$ cat config.mk
export PLATFORM = sky130hd
export DESIGN_NAME = keypad_scanner_flat
export DESIGN_NICKNAME = d
export VERILOG_FILES = /design/src/rtl/keypad_scanner_if.sv /design/src/rtl/keypad_scanner.sv /design/src/flat_wrapper.sv
export SDC_FILE = /design/constraint.sdc
export NUM_CORES = 1
export LEC_CHECK = 0
export CAP_MARGIN = 30
export CORE_AREA = 3 3 40 42
export DETAILED_ROUTE_END_ITERATION = 10
export DIE_AREA = 0 0 43 45
export PLACE_DENSITY = 0.78
export SYNTH_ARGS = -nofsm -noshare
export SYNTH_HDL_FRONTEND = slang
export SYNTH_SLANG_ARGS = --single-unit
$ cat constraint.sdc
create_clock -name clk -period 1.87 [get_ports clk]
set_clock_uncertainty 0.15 [all_clocks]
set_input_delay 0.374 -clock clk [delete_from_list [all_inputs] [get_ports clk]]
set_output_delay 0.374 -clock clk [all_outputs]
set_load 0.03 [all_outputs]
$ cat src/rtl/keypad_scanner_if.sv
// Keypad scanner bundle: column sense in, row drive and decoded key out.
// master = scanner side, slave = keypad matrix / key-register side.
interface keypad_scanner_if;
    logic [3:0] columns;      // column lines, bit3 = column 1 (leftmost)
    logic [3:0] row;          // one-hot row drive, 4'b1000 = row 1
    logic       key_pressed;  // high while a key is held
    logic [3:0] value;        // hex code of the last accepted key

    modport master (input columns, output row, key_pressed, value);
    modport slave  (output columns, input row, key_pressed, value);
endinterface

$ cat src/rtl/keypad_scanner.sv
// 4x4 matrix keypad scanner: sweeps rows one-hot, latches the hex code of
// the first key seen and holds it while the key stays down.
// Optional press/release debounce enabled by defining KEYPAD_DEBOUNCE_EN;
// DEBOUNCE_CYCLES sets the number of stable cycles required.
module keypad_scanner #(
    parameter int DEBOUNCE_CYCLES = 4
) (
    input  logic              clk,
    input  logic              reset,   // asynchronous, active-low
    keypad_scanner_if.master  kp
);

    // Low two bits carry the row index, bit 2 marks a pressed state.
    // Encodings 8..15 are never entered and fall back to ROW1.
    typedef enum logic [3:0] {
        ROW1 = 4'd0, ROW2 = 4'd1, ROW3 = 4'd2, ROW4 = 4'd3,
        R1P  = 4'd4, R2P  = 4'd5, R3P  = 4'd6, R4P  = 4'd7
    } state_t;

    if (DEBOUNCE_CYCLES < 1) begin : g_bad_debounce
        $error("keypad_scanner: DEBOUNCE_CYCLES must be at least 1");
    end

    state_t     state_q, state_d;
    logic [3:0] value_q, value_d;
    logic [3:0] row_q, row_d;
    logic       key_pressed_q, key_pressed_d;

`ifdef KEYPAD_DEBOUNCE_EN
    localparam int CNT_W = $clog2(DEBOUNCE_CYCLES + 1);
    localparam logic [CNT_W-1:0] CNT_DONE = CNT_W'(DEBOUNCE_CYCLES);

    logic [CNT_W-1:0] cnt_q, cnt_d;
    logic [CNT_W-1:0] cnt_inc;
    logic [3:0]       pat_q, pat_d;   // column pattern being qualified
`endif

    // Column index of the highest set bit (0 = column 1).
    function automatic logic [1:0] col_sel(input logic [3:0] cols);
        if (cols[3])      col_sel = 2'd0;
        else if (cols[2]) col_sel = 2'd1;
        else if (cols[1]) col_sel = 2'd2;
        else              col_sel = 2'd3;
    endfunction

    // Keypad legend lookup by row index and column index.
    function automatic logic [3:0] key_code(input logic [1:0] r, input logic [1:0] c);
        case ({r, c})
            4'b00_00: key_code = 4'hA;
            4'b00_01: key_code = 4'h0;
            4'b00_10: key_code = 4'hB;
            4'b00_11: key_code = 4'hF;
            4'b01_00: key_code = 4'h4;
            4'b01_01: key_code = 4'h5;
            4'b01_10: key_code = 4'h6;
            4'b01_11: key_code = 4'hE;
            4'b10_00: key_code = 4'h7;
            4'b10_01: key_code = 4'h8;
            4'b10_10: key_code = 4'h9;
            4'b10_11: key_code = 4'hC;
            4'b11_00: key_code = 4'h1;
            4'b11_01: key_code = 4'h2;
            4'b11_10: key_code = 4'h3;
            default:  key_code = 4'hD;
        endcase
    endfunction

    // Row n lights bit (4-n); both ROWn and RnP drive the same row.
    function automatic logic [3:0] row_drive(input state_t s);
        row_drive = 4'b1000 >> s[1:0];
    endfunction

    // Next-state and latch logic; row/key_pressed are decoded from the
    // next state so the registered outputs line up with the state flop.
    always_comb begin
        state_d = state_q;
        value_d = value_q;
`ifdef KEYPAD_DEBOUNCE_EN
        cnt_d   = cnt_q;
        pat_d   = pat_q;
        cnt_inc = (cnt_q == CNT_DONE) ? cnt_q : cnt_q + 1'b1;
`endif
        case (state_q)
            ROW1, ROW2, ROW3, ROW4: begin
                if (kp.columns == 4'b0000) begin
                    state_d = state_t'({2'b00, state_q[1:0] + 2'd1});
`ifdef KEYPAD_DEBOUNCE_EN
                    cnt_d   = '0;
                    pat_d   = 4'b0000;
`endif
                end else begin
`ifdef KEYPAD_DEBOUNCE_EN
                    // Count consecutive cycles of an identical pattern,
                    // holding the row until it has been stable long enough.
                    if (kp.columns != pat_q || cnt_q == '0)
                        cnt_inc = CNT_W'(1);
                    if (cnt_inc >= CNT_DONE) begin
                        state_d = state_t'({2'b01, state_q[1:0]});
                        value_d = key_code(state_q[1:0], col_sel(kp.columns));
                        cnt_d   = '0;
                    end else begin
                        cnt_d   = cnt_inc;
                    end
                    pat_d = kp.columns;
`else
                    state_d = state_t'({2'b01, state_q[1:0]});
                    value_d = key_code(state_q[1:0], col_sel(kp.columns));
`endif
                end
            end
            R1P, R2P, R3P, R4P: begin
`ifdef KEYPAD_DEBOUNCE_EN
                // Release only after a long enough run of idle columns.
                if (kp.columns == 4'b0000) begin
                    if (cnt_inc >= CNT_DONE) begin
                        state_d = state_t'({2'b00, state_q[1:0]});
                        cnt_d   = '0;
                    end else begin
                        cnt_d   = cnt_inc;
                    end
                end else begin
                    cnt_d = '0;
                end
                pat_d = 4'b0000;
`else
                if (kp.columns == 4'b0000)
                    state_d = state_t'({2'b00, state_q[1:0]});
`endif
            end
            default: begin
                state_d = ROW1;
`ifdef KEYPAD_DEBOUNCE_EN
                cnt_d   = '0;
                pat_d   = 4'b0000;
`endif
            end
        endcase
        row_d         = row_drive(state_d);
        key_pressed_d = state_d[2];
    end

    // FSM state and registered outputs.
    always_ff @(posedge clk or negedge reset) begin
        if (!reset) begin
            state_q       <= ROW1;
            value_q       <= 4'h0;
            row_q         <= 4'b1000;
            key_pressed_q <= 1'b0;
`ifdef KEYPAD_DEBOUNCE_EN
            cnt_q         <= '0;
            pat_q         <= 4'b0000;
`endif
        end else begin
            state_q       <= state_d;
            value_q       <= value_d;
            row_q         <= row_d;
            key_pressed_q <= key_pressed_d;
`ifdef KEYPAD_DEBOUNCE_EN
            cnt_q         <= cnt_d;
            pat_q         <= pat_d;
`endif
        end
    end

    assign kp.row         = row_q;
    assign kp.key_pressed = key_pressed_q;
    assign kp.value       = value_q;

endmodule

$ cat src/flat_wrapper.sv
// flat-port wrapper written by rule: the top's interface ports become plain ports
module keypad_scanner_flat 
#(
    parameter int DEBOUNCE_CYCLES = 4
)
  (clk, reset, kp_columns, kp_row, kp_key_pressed, kp_value);
  keypad_scanner_if kp_i ();
  input  logic clk;
  input  logic reset;
  input wire logic [$bits(kp_i.columns)-1:0] kp_columns;
  output wire logic [$bits(kp_i.row)-1:0] kp_row;
  output wire logic [$bits(kp_i.key_pressed)-1:0] kp_key_pressed;
  output wire logic [$bits(kp_i.value)-1:0] kp_value;
  assign kp_i.columns = kp_columns;
  assign kp_row = kp_i.row;
  assign kp_key_pressed = kp_i.key_pressed;
  assign kp_value = kp_i.value;
  keypad_scanner #(.DEBOUNCE_CYCLES(DEBOUNCE_CYCLES)) u_core (.clk(clk), .reset(reset), .kp(kp_i));
endmodule
==> flow_summary_export.csv <==
group,metric,value,unit
synth,ys_seq_area_frac,0.5338,
place,dpl_worst_slack,-0.1417,ns
synth,synth_fa_ha_area_frac,0,
routing,firstDrtPassIters,4,
global_routing,antenna_found_initial,0,
critical_path,criticalPathCategory,"register to primary output",
routing,routed_wl,1.181,mm
power_and_ir_drop,pwr-share-seq,0.447,
die,rows,13,
critical_path,cp-end-kind,"primary output",
cts,cts_buffer_depth,2,
timing,hold_viol,0,
die,ios,15,
final_layout,finish.utilization,0.5677,
cts,h-tree-depth,1,
power_and_ir_drop,pwr-share-comb,0.305,
timing,setup_viol,0,
routing,drc,0,
synth,netlist_area,518.0,um2
timing,period_share,0.9855,
timing,fmax,542.6,MHz
critical_path,max_stage_delay,0.67,ns
critical_path,cp_max_fo,2,
global_routing,grt_pass1_vias,458,
cts,postCtsHoldBufs,0,
job,drv_cap,0,
cts,insertion_delay,0.28,ns
die,coreArea,1285,um2
timing,slew_viol_final,0,
cts,ctsResizeCount,1,
global_routing,grt_max_degree,12,
routing,drtIter0Drc,14,
power_and_ir_drop,p_switching,0.2246,mW
final_layout,final_cell_mix,"13 x clkdlybuf4s50_1, 10 x dfrtp_1, 7 x nor2_1",
critical_path,cp_num_buf_inv,1,
synth,synth_xor_area_frac,0.03382,
critical_path,cp.required,1.35,ns
final_layout,nNetsFinal,79,
synth,synth_top_family_by_area,"compound AO/OA/AOI/OAI gates",
synth,yosysWarnings,0,
die,die_h,45,um
critical_path,cp_slowest_cell,"clkdlybuf4s50_1",
cts,clock_sinks,11,
die,die-area,1935,um2
power_and_ir_drop,powerDensity,921.2,nW/um2
power_and_ir_drop,leakagePower,0.3026,nW
place,dp_hpwl,851.7,um
critical_path,critical_path.top_delay_family,"buffers and inverters",
synth,synth.avg_cell_area,10.16,um2
routing,vias,469,
cts,numCtsBuffers,3,
cts,postCtsSetupBuffers,0,
synth,postSynthCellCount,51,
power_and_ir_drop,intPower,0.4474,mW
power_and_ir_drop,p_sw_frac,0.3342,
min_path,min-delay-path-class,"primary input to asynchronous set/reset pin",
timing,fin_setup_tns,0,ns
critical_path,crit_chain,"clkdlybuf4s50_1",
final_layout,syn_to_final_growth,40.82,%
final_layout,n_fill_cell,117,
global_routing,grt_pass1_wl,1.897,mm
place,gp_congestion,0.7869,
synth,synth-seq-cells,11,
global_routing,grt_overflow,0,
place,portBuffers,14,
timing,tightestPinTransition,0.4770,ns
power_and_ir_drop,design_power_total,0.6720,mW
power_and_ir_drop,ir_drop,0.0004174,V
global_routing,grt.total_usage,0.1367,
synth,synth-simple-area-share,0.1787,
final_layout,mostFrequentLayoutCell,"clkdlybuf4s50_1",
cts,tritoncts,"built",
timing,hold_ws,0.2636,ns
synth,synth_nets,57,
synth,synth-compound-area-share,0.2053,
power_and_ir_drop,p_clk_frac,0.248,
status,outcome,"complete, no violations",
timing,relSlewSlack,0.6810,
synth,synth_cell_types,23,
final_layout,regArea,276.5,um2
routing,vias_per_cell,5.391,
routing,wl_per_cell,13.57,um
timing,fin_ws,0.02716,ns
synth,post_synth_mux_area_share,0,
critical_path,worst_setup_path_start_kind,"register",
timing,rsz0062_at_grt,"no",
routing,ant_nets,0,
die,start_util,0.4031,
final_layout,diodes,0,
final_layout,multi_input_area,216.5,um2
final_layout,drive_gt1_frac,0.1806,
cts,cts_root_buffer,"clkbuf_4",
die,die_w,43,um
critical_path,arrival,1.32,ns
critical_path,r2r_setup_slack,0.36,ns
timing,period_minus_slack,1.843,ns
cts,clk_pin_slew,0.08,ns
layout make-up:
cell class,count,share of cell area
tap,15,0.02573
clock buffer,4,0.03602
inverter,4,0.02058
timing repair buffer,19,0.2419
sequential,11,0.3791
multi-input combinational,34,0.2967
cell usage after synthesis:
cell type,number,share of area
nor2b_1,1,0.012
o22a_1,1,0.017
a31oi_1,1,0.012
nand2_1,1,0.0072
o32a_1,1,0.019
xnor2_1,2,0.034
nand3_1,1,0.0097
dfrtp_1,10,0.48
a211o_1,1,0.017
o32ai_1,1,0.017
or2_2,1,0.012
a21o_1,1,0.014
dfstp_2,1,0.051
nor2_4,1,0.022
o22ai_1,1,0.012
o21ai_0,6,0.058
nand2b_1,2,0.024
nor2_1,7,0.051
inv_2,1,0.0072
nor4_4,1,0.041
a21oi_1,4,0.039
buf_2,2,0.019
inv_1,3,0.022
power groups by stage:
stage / clock network (mW) / registers (mW) / logic [mW]
finish: 0.166 / 0.301 / 0.205
global placement: 0 / 0.303 / 0.205
detailed placement: 0 / 0.306 / 0.208
global route: 0.180 / 0.304 / 0.221
CTS: 0.168 / 0.301 / 0.206
floorplan: 0 / 0.352 / 0.0641
registers in the layout (all words and copies together), names as in the netlist:
register / count
u_core.state_q: 3
u_core.kp.value: 4
u_core.kp.row: 4
kinds of logic (layout without fill, tap and decap cells):
kind of cell | after synthesis | in the layout
AOI/OAI and AO/OA | 17 | 17
xor gates and xnor gates | 2 | 2
buffers and inverters | 6 | 27
DFF | 11 | 11
and+or+nand+nor | 15 | 15
metal layers:
| metal | vias up | share of wire | track usage |
|---|---|---|---|
| met1 | 219 | 0.41 | 0.1604 |
| li1 | 218 | - | - |
| met2 | 26 | 0.48 | 0.2216 |
| met5 | - | 0 | 0 |
| met3 | 6 | 0.072 | 0.03586 |
| met4 | 0 | 0.042 | 0.09036 |
final timing paths:
path | from | endpoint | cells after the start
worst max-delay path | u_core.kp.value[3] | kp_value[3] | 1
worst min-delay path | reset | u_core.state_q[2] | 1
worst max register to register | u_core.state_q[1] | u_core.kp.value[3] | 4
worst min register to register | u_core.kp.value[3] | u_core.kp.value[3] | 1
max in group asynchronous | reset | u_core.kp.row[3] | 1
min in group clk | u_core.kp.value[3] | u_core.kp.value[3] | 1
through the flow:
step           std cells  area, um2
3_3_place_gp          83      704.4
2_1_floorplan         51      518.0
6_report              87      729.5
4_1_cts               87      729.5
5_1_grt               87      729.5
3_5_place_dp          83      704.4
Power figures use the tool's default switching activity.
